File: config.mk
export PLATFORM = sky130hd
export DESIGN_NAME = pacman_mover_flat
export DESIGN_NICKNAME = d
export VERILOG_FILES = /design/src/rtl/pacman_pkg.sv /design/src/rtl/pacman_mover_if.sv /design/src/rtl/pacman_step_calc.sv /design/src/rtl/pacman_mover.sv /design/src/flat_wrapper.sv
export SDC_FILE = /design/constraint.sdc
export NUM_CORES = 1
export LEC_CHECK = 0
export BUFFER_PORTS_ARGS = -buffer_cell sky130_fd_sc_hd__buf_2
export CAP_MARGIN = 15
export CORE_ASPECT_RATIO = 0.75
export CORE_UTILIZATION = 35
export CTS_CLUSTER_DIAMETER = 100
export CTS_CLUSTER_SIZE = 24
export DETAILED_ROUTE_END_ITERATION = 10
export PLACE_DENSITY_LB_ADDON = 0.2
export SLEW_MARGIN = 20
export SYNTH_ARGS = -nofsm -noshare
export SYNTH_HDL_FRONTEND = slang
export SYNTH_HIERARCHICAL = 1
export SYNTH_SLANG_ARGS = --single-unit
File: constraint.sdc
create_clock -name clk -period 4.7 [get_ports clk]
set_input_delay 0.235 -clock clk [delete_from_list [all_inputs] [get_ports clk]]
set_output_delay 0.235 -clock clk [all_outputs]
set_load 0.005 [all_outputs]
File: src/rtl/pacman_pkg.sv
// pacman_pkg: shared types for the Pacman movement stage.
// Directions, tile width, FSM states.
package pacman_pkg;

  localparam int TILE_W = 5;

  typedef logic [TILE_W-1:0] tile_t;
  typedef logic [1:0]        dir_t;

  localparam dir_t DIR_UP    = 2'd0;
  localparam dir_t DIR_LEFT  = 2'd1;
  localparam dir_t DIR_DOWN  = 2'd2;
  localparam dir_t DIR_RIGHT = 2'd3;

  typedef enum logic [2:0] {
    S_IDLE,
    S_TURN_Q,
    S_TURN_W,
    S_FWD_Q,
    S_FWD_W,
    S_DONE
  } state_t;

endpackage

File: src/rtl/pacman_mover_if.sv
// pacman_mover_if: frame tick, turn requests, map port, position out.
// slave = mover side, master = player/map/renderer side.
interface pacman_mover_if;
  import pacman_pkg::*;

  logic  ce;
  logic  req_valid;
  dir_t  req_dir;
  tile_t map_x;
  tile_t map_y;
  logic  map_wall;
  tile_t xpos;
  tile_t ypos;
  dir_t  direction;
  logic  moved;
  logic  blocked;

  modport slave (
    input  ce, req_valid, req_dir, map_wall,
    output map_x, map_y, xpos, ypos,
    output direction, moved, blocked
  );

  modport master (
    output ce, req_valid, req_dir, map_wall,
    input  map_x, map_y, xpos, ypos,
    input  direction, moved, blocked
  );

endinterface

File: src/rtl/pacman_step_calc.sv
// pacman_step_calc: next tile for (x,y,dir) and its legality.
// In: x, y, dir, wall. Out: nx, ny, legal. Macro PACMAN_MOVER_TUNNEL_EN.
module pacman_step_calc
  import pacman_pkg::*;
#(
  parameter int BORDER_X_MIN = 1,
  parameter int BORDER_X_MAX = 28,
  parameter int BORDER_Y_MIN = 1,
  parameter int BORDER_Y_MAX = 28,
  parameter int TUNNEL_ROW   = 14
) (
  input  tile_t x,
  input  tile_t y,
  input  dir_t  dir,
  input  logic  wall,
  output tile_t nx,
  output tile_t ny,
  output logic  legal
);

`ifdef PACMAN_MOVER_TUNNEL_EN
  localparam bit TUNNEL_EN = 1'b1;
`else
  localparam bit TUNNEL_EN = 1'b0;
`endif

  localparam tile_t XMIN = tile_t'(BORDER_X_MIN);
  localparam tile_t XMAX = tile_t'(BORDER_X_MAX);
  localparam tile_t YMIN = tile_t'(BORDER_Y_MIN);
  localparam tile_t YMAX = tile_t'(BORDER_Y_MAX);
  localparam tile_t XWL  = tile_t'(BORDER_X_MIN + 1);
  localparam tile_t XWR  = tile_t'(BORDER_X_MAX - 1);
  localparam tile_t TROW = tile_t'(TUNNEL_ROW);

  logic wrap_l;
  logic wrap_r;
  logic in_border;

  assign wrap_l = TUNNEL_EN && (y == TROW) &&
                  (dir == DIR_LEFT) && (x == XWL);
  assign wrap_r = TUNNEL_EN && (y == TROW) &&
                  (dir == DIR_RIGHT) && (x == XWR);

  always_comb begin
    nx = x;
    ny = y;
    unique case (1'b1)
      dir == DIR_UP:   ny = y - 1'b1;
      dir == DIR_LEFT: nx = x - 1'b1;
      dir == DIR_DOWN: ny = y + 1'b1;
      default:         nx = x + 1'b1;
    endcase
    // Tunnel wrap overrides the plain step.
    if (wrap_l) nx = XWR;
    if (wrap_r) nx = XWL;
  end

  assign in_border = (nx > XMIN) && (nx < XMAX) &&
                     (ny > YMIN) && (ny < YMAX);

  // Tunnel moves skip the map; border misses ignore it.
  assign legal = wrap_l || wrap_r || (in_border && !wall);

endmodule

File: src/rtl/pacman_mover.sv
// pacman_mover: paces Pacman steps, buffers turns, checks walls.
// Ports: clk, reset (async, high), bus (pacman_mover_if.slave).
module pacman_mover
  import pacman_pkg::*;
#(
  parameter int BORDER_X_MIN = 1,
  parameter int BORDER_X_MAX = 28,
  parameter int BORDER_Y_MIN = 1,
  parameter int BORDER_Y_MAX = 28,
  parameter int START_X      = 2,
  parameter int START_Y      = 2,
  parameter int START_DIR    = 3,
  parameter int MOVE_PERIOD  = 15,
  parameter int TUNNEL_ROW   = 14
) (
  input logic           clk,
  input logic           reset,
  pacman_mover_if.slave bus
);

  localparam int CW = $clog2(MOVE_PERIOD + 1);
  localparam logic [CW-1:0] CNT_TOP = CW'(MOVE_PERIOD - 1);

  logic [CW-1:0] cnt;
  logic          tick;

  state_t state, state_n;
  tile_t  x, y, mx, my, qx, qy;
  tile_t  tnx, tny, fnx, fny;
  dir_t   dir, pd, try_dir, turn_dir;
  logic   pv, blk;
  logic   t_ok, f_ok;
  logic   ld_q, take_turn, take_fwd;
  logic   drop_pv, set_blk, clr_blk;

  assign tick = bus.ce && (cnt >= CNT_TOP);

  always_ff @(posedge clk or posedge reset) begin
    if (reset) begin
      cnt <= '0;
    end else if (bus.ce) begin
      cnt <= tick ? '0 : cnt + 1'b1;
    end
  end

  // The turn direction is frozen at the attempt so a late
  // request cannot mismatch the map answer in flight.
  assign turn_dir = (state == S_IDLE) ? pd : try_dir;

  pacman_step_calc #(
    .BORDER_X_MIN(BORDER_X_MIN),
    .BORDER_X_MAX(BORDER_X_MAX),
    .BORDER_Y_MIN(BORDER_Y_MIN),
    .BORDER_Y_MAX(BORDER_Y_MAX),
    .TUNNEL_ROW  (TUNNEL_ROW)
  ) u_turn (
    .x    (x),
    .y    (y),
    .dir  (turn_dir),
    .wall (bus.map_wall),
    .nx   (tnx),
    .ny   (tny),
    .legal(t_ok)
  );

  pacman_step_calc #(
    .BORDER_X_MIN(BORDER_X_MIN),
    .BORDER_X_MAX(BORDER_X_MAX),
    .BORDER_Y_MIN(BORDER_Y_MIN),
    .BORDER_Y_MAX(BORDER_Y_MAX),
    .TUNNEL_ROW  (TUNNEL_ROW)
  ) u_fwd (
    .x    (x),
    .y    (y),
    .dir  (dir),
    .wall (bus.map_wall),
    .nx   (fnx),
    .ny   (fny),
    .legal(f_ok)
  );

  always_ff @(posedge clk or posedge reset) begin
    if (reset) state <= S_IDLE;
    else       state <= state_n;
  end

  always_comb begin
    state_n   = state;
    ld_q      = 1'b0;
    qx        = mx;
    qy        = my;
    take_turn = 1'b0;
    take_fwd  = 1'b0;
    drop_pv   = 1'b0;
    set_blk   = 1'b0;
    clr_blk   = 1'b0;
    unique case (state)
      S_IDLE: begin
        if (tick) begin
          ld_q = 1'b1;
          if (pv && (pd != dir)) begin
            state_n = S_TURN_Q;
            qx      = tnx;
            qy      = tny;
          end else begin
            state_n = S_FWD_Q;
            qx      = fnx;
            qy      = fny;
            drop_pv = pv;
          end
        end
      end
      S_TURN_Q: state_n = S_TURN_W;
      S_TURN_W: begin
        if (t_ok) begin
          take_turn = 1'b1;
          drop_pv   = (pd == try_dir);
          state_n   = S_DONE;
        end else begin
          ld_q    = 1'b1;
          qx      = fnx;
          qy      = fny;
          state_n = S_FWD_Q;
        end
      end
      S_FWD_Q: state_n = S_FWD_W;
      S_FWD_W: begin
        if (f_ok) begin
          take_fwd = 1'b1;
          state_n  = S_DONE;
        end else begin
          set_blk = 1'b1;
          state_n = S_IDLE;
        end
      end
      S_DONE: begin
        clr_blk = 1'b1;
        state_n = S_IDLE;
      end
      default: state_n = S_IDLE;
    endcase
  end

  always_ff @(posedge clk or posedge reset) begin
    if (reset) begin
      x       <= tile_t'(START_X);
      y       <= tile_t'(START_Y);
      dir     <= dir_t'(START_DIR);
      mx      <= '0;
      my      <= '0;
      pv      <= 1'b0;
      pd      <= '0;
      try_dir <= '0;
      blk     <= 1'b0;
    end else begin
      if (ld_q) begin
        mx <= qx;
        my <= qy;
      end
      if (state == S_IDLE && tick) try_dir <= pd;
      if (take_turn) begin
        dir <= try_dir;
        x   <= tnx;
        y   <= tny;
      end
      if (take_fwd) begin
        x <= fnx;
        y <= fny;
      end
      if (set_blk)      blk <= 1'b1;
      else if (clr_blk) blk <= 1'b0;
      // A fresh request always beats consumption.
      if (bus.req_valid) begin
        pv <= 1'b1;
        pd <= bus.req_dir;
      end else if (drop_pv) begin
        pv <= 1'b0;
      end
    end
  end

  assign bus.map_x     = mx;
  assign bus.map_y     = my;
  assign bus.xpos      = x;
  assign bus.ypos      = y;
  assign bus.direction = dir;
  assign bus.moved     = (state == S_DONE);
  assign bus.blocked   = blk;

endmodule

File: src/flat_wrapper.sv
// flat-port wrapper written by rule: the top's interface ports become plain ports
module pacman_mover_flat import pacman_pkg::*;
#(
  parameter int BORDER_X_MIN = 1,
  parameter int BORDER_X_MAX = 28,
  parameter int BORDER_Y_MIN = 1,
  parameter int BORDER_Y_MAX = 28,
  parameter int START_X      = 2,
  parameter int START_Y      = 2,
  parameter int START_DIR    = 3,
  parameter int MOVE_PERIOD  = 15,
  parameter int TUNNEL_ROW   = 14
)
  (clk, reset, bus_ce, bus_req_valid, bus_req_dir, bus_map_wall, bus_map_x, bus_map_y, bus_xpos, bus_ypos, bus_direction, bus_moved, bus_blocked);
  pacman_mover_if bus_i ();
  input logic clk;
  input logic reset;
  input wire logic [$bits(bus_i.ce)-1:0] bus_ce;
  input wire logic [$bits(bus_i.req_valid)-1:0] bus_req_valid;
  input wire logic [$bits(bus_i.req_dir)-1:0] bus_req_dir;
  input wire logic [$bits(bus_i.map_wall)-1:0] bus_map_wall;
  output wire logic [$bits(bus_i.map_x)-1:0] bus_map_x;
  output wire logic [$bits(bus_i.map_y)-1:0] bus_map_y;
  output wire logic [$bits(bus_i.xpos)-1:0] bus_xpos;
  output wire logic [$bits(bus_i.ypos)-1:0] bus_ypos;
  output wire logic [$bits(bus_i.direction)-1:0] bus_direction;
  output wire logic [$bits(bus_i.moved)-1:0] bus_moved;
  output wire logic [$bits(bus_i.blocked)-1:0] bus_blocked;
  assign bus_i.ce = bus_ce;
  assign bus_i.req_valid = bus_req_valid;
  assign bus_i.req_dir = bus_req_dir;
  assign bus_i.map_wall = bus_map_wall;
  assign bus_map_x = bus_i.map_x;
  assign bus_map_y = bus_i.map_y;
  assign bus_xpos = bus_i.xpos;
  assign bus_ypos = bus_i.ypos;
  assign bus_direction = bus_i.direction;
  assign bus_moved = bus_i.moved;
  assign bus_blocked = bus_i.blocked;
  pacman_mover #(.BORDER_X_MIN(BORDER_X_MIN), .BORDER_X_MAX(BORDER_X_MAX), .BORDER_Y_MIN(BORDER_Y_MIN), .BORDER_Y_MAX(BORDER_Y_MAX), .START_X(START_X), .START_Y(START_Y), .START_DIR(START_DIR), .MOVE_PERIOD(MOVE_PERIOD), .TUNNEL_ROW(TUNNEL_ROW)) u_core (.clk(clk), .reset(reset), .bus(bus_i));
endmodule
==> summary.md, run 1 <==
| Metric | Value |
|---|---|
| First-iteration detailed-routing DRC count | 118 |
| GRT overflow | 0 |
| Critical Path End | u_core/bus.map_x[1]$_DFFE_PP0P_ |
| Mapped Area | 2760 sq um |
| Critical Path RT | 4.91 ns |
| FMAX | 231 MHz |
| Max-cap violations | 0 |
| Wirelength, routed | 6810 um |
| Crit path time final | 4.34 ns |
| Area Growth Syn to Fin | 12.5% |
| CTS-repair resized insts | 0 |
| Diodes inserted | 0 |
| Routing usage on met1 | 26.5% |
| Vias per inst | 5.39 |
| Compound-Gate Fraction of Synth Area | 14.1% |
| Main combinational cell family by area after synthesis | simple AND/OR/NAND/NOR gates |
| Largest stage delay on the critical path | 0.61 ns |
| Global route hottest layer | met1 |
| DIE AREA | 8250 sq um |
| Commonest non-fill, non-tap cell in the layout | dfrtp_1 |
| Worst-Margin Slew | 0.556 ns |
| Critical path start-end classification | flip-flop to flip-flop |
| Setup Buffers After CTS | 0 |
| Most frequent cells in the layout | dfrtp_1 (31), buf_2 (30), mux2i_1 (23) |
| DR WL/cell | 15.9 um |
| Port bufs | 30 |
| Clock Path Buffers | 2 |
| CP Capture Type | flip-flop |
| CP Max Fanout | 20 |
| Via count of the first global-routing pass | 2224 |
| Status | finished clean |
| Horiz. Die Dim | 105 um |
| Starting Density | 36.8% |
| Drt first pass iters | 4 |
| H-tree depth | 2 |
| Largest net degree at the start of global routing | 36 |
| First-pass GRT wire length | 11400 um |
| Slew headroom | 62.9% |
| Final setup fails | 0 |
| CP cell instances | nor3_1 > mux2_2 > nand2b_1 > ha_1 > xor2_1 > mux2_2 > or2_2 > o41ai_1 > nor4_2 > or4b_2 > o21ai_1 > buf_4 > nor2_1 > a21oi_1 |
| Top delay family on crit path | simple AND/OR/NAND/NOR gates |
| Critical R2R Launch | u_core/state[0]$_DFFE_PP0P_ |
| XOR/XNOR Fraction of Synth Area | 6.67% |
| Min Hold Slack | 0.0401 ns |
| Synthesized flop and latch total | 35 |
| Ys flop type | dfrtp_1 |
| RSZ-0062 raised after global routing | false |
| Die height | 78.9 um |
| Total number of vias | 2313 |
| Reg2Reg Setup Slack | 0.36 ns |
| Hold Buf Count CTS | 0 |
| Antenna-violating nets left | 0 |
| Post-layout nets | 346 |
| DRC viols | 0 |
| CTS tree | yes |
| Clk sinks | 35 |
| Hold/Removal Path Class | primary input to asynchronous set/reset pin |
| Pins Over Slew Limit | 0 |
| Buf+Inv Stages, Crit Path | 1 |
| DP Wirelength | 4870 um |
| Slowest-stage cell, CP | or4b_2 |
| Mapped Nets | 321 |
| Crit. Startpoint | u_core/state[0]$_DFFE_PP0P_ |
| Fillers | 763 |
| Initial antenna violation count | 0 |
| Reg2reg path depth | 14 |
| Placed inst area | 2980 sq um |
| Async SR Flop Fraction | 100% |
| WP depth | 14 |
| Clock skew | 0.00391 ns |
| Mux contribution to synthesized area | 14.5% |
| Simple-Gate Fraction of Synth Area | 20.8% |
| Worst-path clk slew | 0.08 ns |
| Startpoint type of the worst setup path | flip-flop |
| Root buffer cell | clkbuf_8 |
| Row cnt | 27 |
| Clk_lat worst skew | 0.29 ns |
| Reg-to-Reg End | u_core/bus.map_x[1]$_DFFE_PP0P_ |
| Post-route cell area | 3100 sq um |
| WP data arrival | 4.55 ns |
| Adder-Cell Fraction of Synth Area | 5.99% |
| Most frequent CP cell | mux2_2 |
| Core ar. | 7500 sq um |
| M3 GR Usage | 3.53% |
| Post-synth EDFFs | 0 |
| Final hold vios | 0 |
| Post-synthesis cell count | 302 |
| Global Route met2 Usage | 25.2% |
| Total CTS buffers | 5 |
| GPL Wtd Cong | 0.809 |
| Tcrit/Tclk final | 92.3% |
| Post-Route Setup TNS | 0 ns |
| I/O pin cnt | 31 |
| Post-synthesis sequential area ratio | 31.9% |
| Layout cells sized above 1 | 22.3% |
| Total GRT Usage | 17.6% |
| Yosys cell types | 56 |
| Yosys synthesis warning count | 6 |
| Avg Cell Area, Syn | 9.14 sq um |
## how the worst min path moves through the flow
stage,from,end,depth (start not counted)
2_1_floorplan,bus_ce,u_core/cnt[0]$_DFFE_PP0P_,1
3_3_place_gp,reset,u_core/cnt[2]$_DFFE_PP0P_,3
3_5_place_dp,reset,u_core/cnt[2]$_DFFE_PP0P_,3
4_1_cts,reset,u_core/cnt[2]$_DFFE_PP0P_,3
5_1_grt,reset,u_core/cnt[2]$_DFFE_PP0P_,3
6_report,reset,u_core/cnt[2]$_DFFE_PP0P_,3
## through the flow
| stage | utilization [%] | worst slack, ns | instances |
|---|---|---|---|
| floorplan | - | 0.748 | 302 |
| global placement | 39.8 | 0.472 | 421 |
| detailed placement | 39.8 | 0.415 | 421 |
| CTS | 41.4 | 0.402 | 429 |
| global route | 41.4 | 0.0746 | 429 |
| finish | 41.4 | 0.363 | 429 |
## logic make-up (layout without fill, tap and decap cells)
family          count (synthesis)  in the layout
compound gates                 62             62
xor+xnor                       21             21
fa+ha+maj                      12             12
buf+inv                        34             60
flops                          35             35
mux                            38             38
simple gates                  100            100
## cell type report
cell class / count / area, sq um / share of cell area, %
Clock buffer: 6 / 82.6 / 2.66
Clock inverter: 2 / 38.8 / 1.25
Tap cell: 101 / 126 / 4.07
Timing Repair Buffer: 37 / 203 / 6.53
Inverter: 15 / 56.3 / 1.81
Sequential cell: 35 / 881 / 28.4
Multi-Input combinational cell: 233 / 1720 / 55.3
## worst min-delay path: cells and delay by family
kind | cells | cell delay (ns)
buffers and inverters | 3 | 0.53
## synth_stat cells (4+ instances only)
| library cell | instances | share of area (%) |
|---|---|---|
| clkbuf_1 | 6 | 0.82 |
| nand2b_1 | 5 | 1.1 |
| dfstp_2 | 4 | 3.8 |
| and3_1 | 4 | 0.91 |
| xor2_1 | 14 | 4.4 |
| xnor2_1 | 7 | 2.2 |
| nand2_1 | 20 | 2.7 |
| o211ai_1 | 4 | 1.1 |
| mux2_2 | 15 | 6.1 |
| and4_1 | 4 | 1.3 |
| nor3b_1 | 4 | 1.1 |
| nor3_1 | 13 | 2.4 |
| nor2_1 | 19 | 2.6 |
| a21oi_1 | 17 | 3.1 |
| mux2i_1 | 23 | 8.3 |
| dfrtp_1 | 31 | 28 |
| o21ai_0 | 17 | 3.1 |
| inv_1 | 15 | 2.0 |
| o21ai_1 | 4 | 0.73 |
| nand3_1 | 4 | 0.73 |
| buf_4 | 5 | 1.4 |
| ha_1 | 10 | 4.5 |
| buf_2 | 5 | 0.91 |
## flip-flops by register name (all words and copies together), names as in the netlist
| signal | cells |
|---|---|
| u_core/bus.map_x | 5 |
| u_core/bus.map_y | 5 |
| u_core/bus.xpos | 5 |
| u_core/bus.ypos | 5 |
| u_core/cnt | 4 |
| u_core/state | 3 |
| u_core/bus.direction | 2 |
| u_core/pd | 2 |
| u_core/try_dir | 2 |
| u_core/bus.blocked | 1 |
| u_core/pv | 1 |
## per-layer routing
| metal | part of all wire (%) | routed length [um] |
|---|---|---|
| met1 | 54 | 3660 |
| met2 | 40 | 2710 |
| met3 | 5.2 | 353 |
| met4 | 1.3 | 89 |
| met5 | 0 | 0 |
Power of run 1 is not shown: default switching activity piles up to over one toggle a cycle in this logic, so the estimate is an artifact.
==> run 2, diff against run 1 <==
--- a/config.mk
+++ b/config.mk
@@ -5,13 +5,13 @@
 export SDC_FILE = /design/constraint.sdc
 export NUM_CORES = 1
 export LEC_CHECK = 0
-export BUFFER_PORTS_ARGS = -buffer_cell sky130_fd_sc_hd__buf_2
 export CAP_MARGIN = 15
 export CORE_ASPECT_RATIO = 0.75
 export CORE_UTILIZATION = 35
 export CTS_CLUSTER_DIAMETER = 100
 export CTS_CLUSTER_SIZE = 24
 export DETAILED_ROUTE_END_ITERATION = 10
+export DONT_BUFFER_PORTS = 1
 export PLACE_DENSITY_LB_ADDON = 0.2
 export SLEW_MARGIN = 20
 export SYNTH_ARGS = -nofsm -noshare
==> summary.md, run 2 (synthesis results as in run 1) <==
| Metric | Value |
|---|---|
| Most frequent CP cell | mux2_2 |
| Final setup fails | 0 (unchanged) |
| Tcrit/Tclk final | 93.1% (+0.85 points) |
| Placed insts | 390 (-7.4%) |
| DP Wirelength | 4700 um (-3.5%) |
| Worst hold stages | 1 |
| Diodes inserted | 0 (unchanged) |
| Reg2reg path depth | 14 (unchanged) |
| Setup Buffers After CTS | 0 (unchanged) |
| Critical path start-end classification | flip-flop to flip-flop |
| I/O pin cnt | 31 (unchanged) |
| Initial antenna violation count | 0 (unchanged) |
| WP data arrival | 4.58 ns (+0.03 ns) |
| Clock Path Buffers | 2 (unchanged) |
| Commonest non-fill, non-tap cell in the layout | dfrtp_1 |
| GPL Wtd Cong | 0.808 (-0.14%) |
| CP Max Fanout | 20 (unchanged) |
| Root buffer cell | clkbuf_8 |
| Worst-Margin Slew | 0.548 ns (-0.00849 ns) |
| First-pass GRT wire length | 10600 um (-7.1%) |
| Port bufs | 0 (-100%) |
| Largest stage delay on the critical path | 0.62 ns (about the same) |
| DR WL/cell | 16.9 um (+6.3%) |
| Total GRT Usage | 16.9% (-0.70 points) |
| Horiz. Die Dim | 105 um (unchanged) |
| Clk sinks | 35 (unchanged) |
| Fin cells | 398 (-7.2%) |
| Clk_lat worst skew | 0.29 ns (about the same) |
| CTS-repair resized insts | 0 (unchanged) |
| Pins Over Slew Limit | 0 (unchanged) |
| First-iteration detailed-routing DRC count | 229 (+94%) |
| Core ar. | 7500 sq um (unchanged) |
| GRT overflow | 0 (unchanged) |
| FMAX | 228 MHz (-0.91%) |
| Largest net degree at the start of global routing | 36 (unchanged) |
| Row cnt | 27 (unchanged) |
| Critical R2R Launch | u_core/state[2]$_DFFE_PP0P_ |
| DIE AREA | 8250 sq um (unchanged) |
| Launch point of the worst hold path | bus_ce |
| H-tree depth | 2 (unchanged) |
| Reg-to-Reg End | u_core/bus.map_x[1]$_DFFE_PP0P_ |
| Clock skew | 0.00465 ns (+0.000741 ns) |
| CTS tree | yes |
| Starting Density | 36.8% (unchanged) |
| Vias per inst | 5.46 (+1.4%) |
| Drt first pass iters | 4 (unchanged) |
| Die height | 78.9 um (unchanged) |
| Max-cap violations | 0 (unchanged) |
| Slowest-stage cell, CP | or4b_2 |
| Slew headroom | 63.5% (+0.57 points) |
| Fillers | 758 (-0.66%) |
| Layout cells sized above 1 | 13.8% (-8.5 points) |
| Via count of the first global-routing pass | 1954 (-12%) |
| Wirelength, routed | 6720 um (-1.3%) |
| Critical Path RT | 4.91 ns (about the same) |
| Final hold vios | 0 (unchanged) |
| DRC viols | 0 (unchanged) |
| Buf+Inv Stages, Crit Path | 1 (unchanged) |
| Final core utilization | 38.9% (-2.5 points) |
| Most frequent cells in the layout | dfrtp_1 (31), mux2i_1 (23), nand2_1 (20) |
| Startpoint type of the worst setup path | flip-flop |
| Post-Route Setup TNS | 0 ns (unchanged) |
| CP cell instances | or3_4 > mux2_2 > nand2b_1 > fa_1 > xor2_1 > mux2_2 > or2_2 > o41ai_1 > nor4_2 > or4b_2 > o21ai_1 > buf_4 > nor2_1 > a21oi_1 |
| Post-layout nets | 316 (-8.7%) |
| Crit path time final | 4.38 ns (+0.0398 ns) |
| Worst-path clk slew | 0.07 ns (about the same) |
| Area Growth Syn to Fin | 5.71% |
| Hold/Removal Path Class | primary input to flip-flop |
| Hold worst-path end | u_core/cnt[0]$_DFFE_PP0P_ |
| Top delay family on crit path | simple AND/OR/NAND/NOR gates |
| Total number of vias | 2175 (-6.0%) |
| Reg2Reg Setup Slack | 0.32 ns (-0.04 ns) |
| Status | finished clean |
| Antenna-violating nets left | 0 (unchanged) |
| Min Hold Slack | 0.0401 ns (-0.00000250 ns) |
| CP Capture Type | flip-flop |
| Total CTS buffers | 5 (unchanged) |
| Hold Buf Count CTS | 1 (+1) |
| RSZ-0062 raised after global routing | false |
[run 2: how the worst max path moves through the flow]
stage                                start                              end  slack, ns  depth (start not counted)
3_5_place_dp   u_core/state[2]$_DFFE_PP0P_  u_core/bus.map_x[1]$_DFFE_PP0P_       0.42                         14
2_1_floorplan  u_core/state[0]$_DFFE_PP0P_  u_core/bus.map_x[0]$_DFFE_PP0P_       0.75                         14
4_1_cts        u_core/state[2]$_DFFE_PP0P_  u_core/bus.map_x[1]$_DFFE_PP0P_       0.37                         14
6_report       u_core/state[2]$_DFFE_PP0P_  u_core/bus.map_x[1]$_DFFE_PP0P_       0.32                         14
3_3_place_gp   u_core/state[2]$_DFFE_PP0P_  u_core/bus.map_x[0]$_DFFE_PP0P_       0.51                         14
5_1_grt        u_core/state[2]$_DFFE_PP0P_  u_core/bus.map_x[1]$_DFFE_PP0P_       0.10                         14
[run 2: final cells by class]
class / instances / area (sq um) / share of cell area [%]
Multi-Input combinational cell: 233 / 1720 / 58.8
Tap cell: 101 / 126 / 4.33
Clock buffer: 5 / 68.8 / 2.36
Timing Repair Buffer: 7 / 55.1 / 1.89
Sequential cell: 35 / 881 / 30.2
Clock inverter: 2 / 13.8 / 0.472
Inverter: 15 / 56.3 / 1.93
[run 2: per-layer routing]
layer	up-vias	share of wire [%]	GRT usage, %
met5	-	0	0
met4	0	0.28	3.86
met3	2	7.0	4.27
met2	65	39	23.3
met1	1027	54	25.7
li1	1081	-	-
[run 2: per-stage QoR]
step | instance area, sq um | setup WS [ns]
after floorplan | 2760 | 0.748
after global placement | 2820 | 0.508
after detailed placement | 2820 | 0.421
after CTS | 2920 | 0.372
after global routing | 2920 | 0.100
final | 2920 | 0.323
Power of run 2 is left out for the same reason.
==> run 3, diff against run 2 <==
--- a/config.mk
+++ b/config.mk
@@ -5,6 +5,7 @@
 export SDC_FILE = /design/constraint.sdc
 export NUM_CORES = 1
 export LEC_CHECK = 0
+export ABC_AREA = 1
 export CAP_MARGIN = 15
 export CORE_ASPECT_RATIO = 0.75
 export CORE_UTILIZATION = 35
==> summary.md, run 3 <==
| Metric | Value |
|---|---|
| Status | finished clean |
| RSZ-0062 raised after global routing | false |
| Most common cell in the netlist | nand2_1 |
| Largest net degree at the start of global routing | 36 (unchanged) |
| Slowest-stage cell, CP | o21ai_0 |
| P_sw | 0.00141 W |
| Seq pwr share | 24.0% |
| H-tree depth | 2 (unchanged) |
| Initial antenna violation count | 0 (unchanged) |
| Most frequent CP cell | nand2_1 |
| Largest stage delay on the critical path | 0.54 ns (-0.08 ns) |
| CTS tree | yes |
| Clk pwr share | 14.6% |
| Startpoint type of the worst setup path | flip-flop |
| Wirelength, routed | 7580 um (+13%) |
| Yosys cell types | 38 (-32%) |
| Core ar. | 8450 sq um (+13%) |
| FMAX | 246 MHz (+7.6%) |
| Synthesized flop and latch total | 35 (unchanged) |
| First-pass GRT wire length | 13000 um (+22%) |
| Hold/Removal Path Class | primary input to flip-flop |
| Clock Path Buffers | 2 (unchanged) |
| DP Wirelength | 5650 um (+20%) |
| Row cnt | 29 (+7.4%) |
| I/O pin cnt | 31 (unchanged) |
| Avg Cell Area, Syn | 6.72 sq um (-26%) |
| Die height | 82.9 um (+5.1%) |
| WP data arrival | 4.28 ns (-0.30 ns) |
| Sw Ratio | 52.5% |
| Clk_lat worst skew | 0.29 ns (about the same) |
| Pint | 0.00128 W |
| Critical Path RT | 4.92 ns (about the same) |
| Post-Route Setup TNS | 0 ns (unchanged) |
| Most frequent cells in the layout | nand2_1 (145), inv_1 (69), nand3_1 (52) |
| Reg2Reg Setup Slack | 0.63 ns (+0.31 ns) |
| Via count of the first global-routing pass | 2663 (+36%) |
| Total GRT Usage | 18.2% (+1.4 points) |
| Mapped Area | 3060 sq um (+11%) |
| Crit path time final | 4.07 ns (-0.310 ns) |
| Final hold vios | 0 (unchanged) |
| Final WS setup | 0.634 ns (+0.310 ns) |
| Total CTS buffers | 5 (unchanged) |
| Max IR drop VDD | 228 uV |
| DR WL/cell | 13.5 um (-20%) |
| Clock skew | 0.00645 ns (+0.00180 ns) |
| GRT overflow | 0 (unchanged) |
| CP cell instances | inv_2 > nand2_2 > nor2_2 > inv_1 > o21ai_0 > inv_2 > nand2_2 > nand2_1 > nand2_1 > inv_2 > ha_1 > inv_1 > nand2_1 > nor2_1 > o22ai_2 > nor2_1 > nand3_1 > nor2_1 > nor2_2 > inv_1 > nand3_1 > nand2_4 > nand3_1 > nand2_1 |
| Tcrit/Tclk final | 86.5% (-6.6 points) |
| Critical path start-end classification | flip-flop to flip-flop |
| Horiz. Die Dim | 110 um (+5.2%) |
| Layout cells sized above 1 | 12.8% (-1.0 points) |
| CP Max Fanout | 11 (-45%) |
| Yosys top cell area share | 25.4% (-2.7 points) |
| Post-synthesis sequential area ratio | 28.8% (-3.1 points) |
| Mapped Nets | 474 (+48%) |
| Diodes inserted | 0 (unchanged) |
| Port bufs | 0 (unchanged) |
| Post-synth EDFFs | 0 (unchanged) |
| Antenna-violating nets left | 0 (unchanged) |
| Async SR Flop Fraction | 100% (unchanged) |
| Comb pwr share | 61.5% |
| Synth cell count leaders | nand2_1 (145), inv_1 (69), nand3_1 (52) |
| Vias per inst | 4.93 (-9.8%) |
| Ys flop type | dfrtp_1 |
| Max-cap violations | 0 (unchanged) |
| Post-layout nets | 471 (+49%) |
| Synth area leader | dfrtp_1 |
| First-iteration detailed-routing DRC count | 142 (-38%) |
| Worst-path clk slew | 0.06 ns (about the same) |
| Area taken by multi-input logic gates | 1780 sq um (+3.6%) |
| CTS-repair resized insts | 0 (unchanged) |
| Final setup fails | 0 (unchanged) |
| Drt first pass iters | 4 (unchanged) |
| Fillers | 908 (+20%) |
| Worst-Margin Slew | 0.656 ns (+0.108 ns) |
| GPL Wtd Cong | 0.858 (+6.1%) |
| Area Growth Syn to Fin | 7.65% |
| Clk sinks | 35 (unchanged) |
| Seq. cell area | 881 sq um (unchanged) |
| Slew headroom | 55.8% (-7.7 points) |
| Commonest non-fill, non-tap cell in the layout | nand2_1 |
| Starting Density | 36.2% (-0.63 points) |
| Total number of vias | 2766 (+27%) |
| Power density cells | 817 nW/um^2 |
| Lkg Pwr | 1.81 nW |
| CP Capture Type | flip-flop |
| Yosys synthesis warning count | 6 (unchanged) |
| DRC viols | 0 (unchanged) |
| Pins Over Slew Limit | 0 (unchanged) |
| Place WS | 0.665 ns (+0.244 ns) |
| Post-synthesis cell count | 455 (+51%) |
| Root buffer cell | clkbuf_16 |
| Top post-synthesis cells by area | dfrtp_1 (25%), nand2_1 (18%), nand3_1 (8.5%) |
| DIE AREA | 9110 sq um (+11%) |
[run 3: cells by family after synthesis]
group,count (synthesis),synth area share [%]
AOI/OAI and AO/OA,41,8.39
xor gates and xnor gates,9,2.58
adders and majority gates,12,5.40
buffers and inverters,92,13.0
DFF,35,28.8
and+or+nand+nor,266,41.8
[run 3: worst paths after layout]
| kind | from | to | depth (start not counted) |
|---|---|---|---|
| setup / recovery | u_core/state[1]$_DFFE_PP0P_ | u_core/bus.map_y[3]$_DFFE_PP0P_ | 24 |
| hold / removal | bus_req_valid | u_core/pv$_DFFE_PP0P_ | 2 |
| setup reg to reg | u_core/state[1]$_DFFE_PP0P_ | u_core/bus.map_y[3]$_DFFE_PP0P_ | 24 |
| hold reg to reg | u_core/cnt[3]$_DFFE_PP0P_ | u_core/cnt[3]$_DFFE_PP0P_ | 2 |
| max in group asynchronous | reset | u_core/bus.direction[1]$_DFFE_PP1N_ | 3 |
| min in group asynchronous | reset | u_core/bus.xpos[0]$_DFFE_PP0P_ | 3 |
[run 3: timing repair]
item                       4_1_cts  5_1_grt
buffers inserted                 0        0
hold endpoints to repair        31        0
hold buffers                     1        0
setup endpoints to repair        0        0
[run 3: power by group through the flow]
stage / clock, W / combinational, W / sequential (W)
final: 0.000391 / 0.00165 / 0.000644
after global routing: 0.000417 / 0.00191 / 0.000676
after CTS: 0.000402 / 0.00165 / 0.000651
after detailed placement: 0 / 0.00164 / 0.000654
after global placement: 0 / 0.00162 / 0.000657
after floorplan: 0 / 0.00139 / 0.000571
[run 3: layout make-up]
cell class,count,area share (%)
multi-input combinational,328,54.0
sequential,35,26.8
inverter,79,9.05
clock buffer,6,4.22
tap,108,4.11
clock inverter,2,1.06
timing repair buffer,3,0.760
[run 3: stage by stage]
step / total power (W) / util (%) / instances / area [sq um] / hold slack [ns]
after floorplan: 0.00196 / - / 455 / 3060 / 0.333
after global placement: 0.00228 / 36.7 / 552 / 3110 / 0.261
after detailed placement: 0.00229 / 36.7 / 552 / 3110 / 0.261
after CTS: 0.00270 / 38.9 / 561 / 3290 / 0.0391
after global routing: 0.00300 / 38.9 / 561 / 3290 / 0.0570
final: 0.00269 / 38.9 / 561 / 3290 / 0.0442
[run 3: per-layer routing]
layer	up-vias	track usage (%)	wire length, um	part of all wire [%]
met5	-	0	0	0
met3	7	4.95	353	4.7
met4	0	4.48	59	0.78
li1	1440	-	-	-
met2	40	27.7	3420	45
met1	1279	25.4	3740	49
[run 3: worst max-delay path: cells and delay by family, from the launching register on]
family | cells | cell delay [ns]
flops | 1 | 0.44
buf+inv | 6 | 0.60
fa+ha+maj | 1 | 0.16
compound gates | 2 | 0.66
simple gates | 15 | 2.13
No activity file was read; power rests on OpenSTA's default activity.
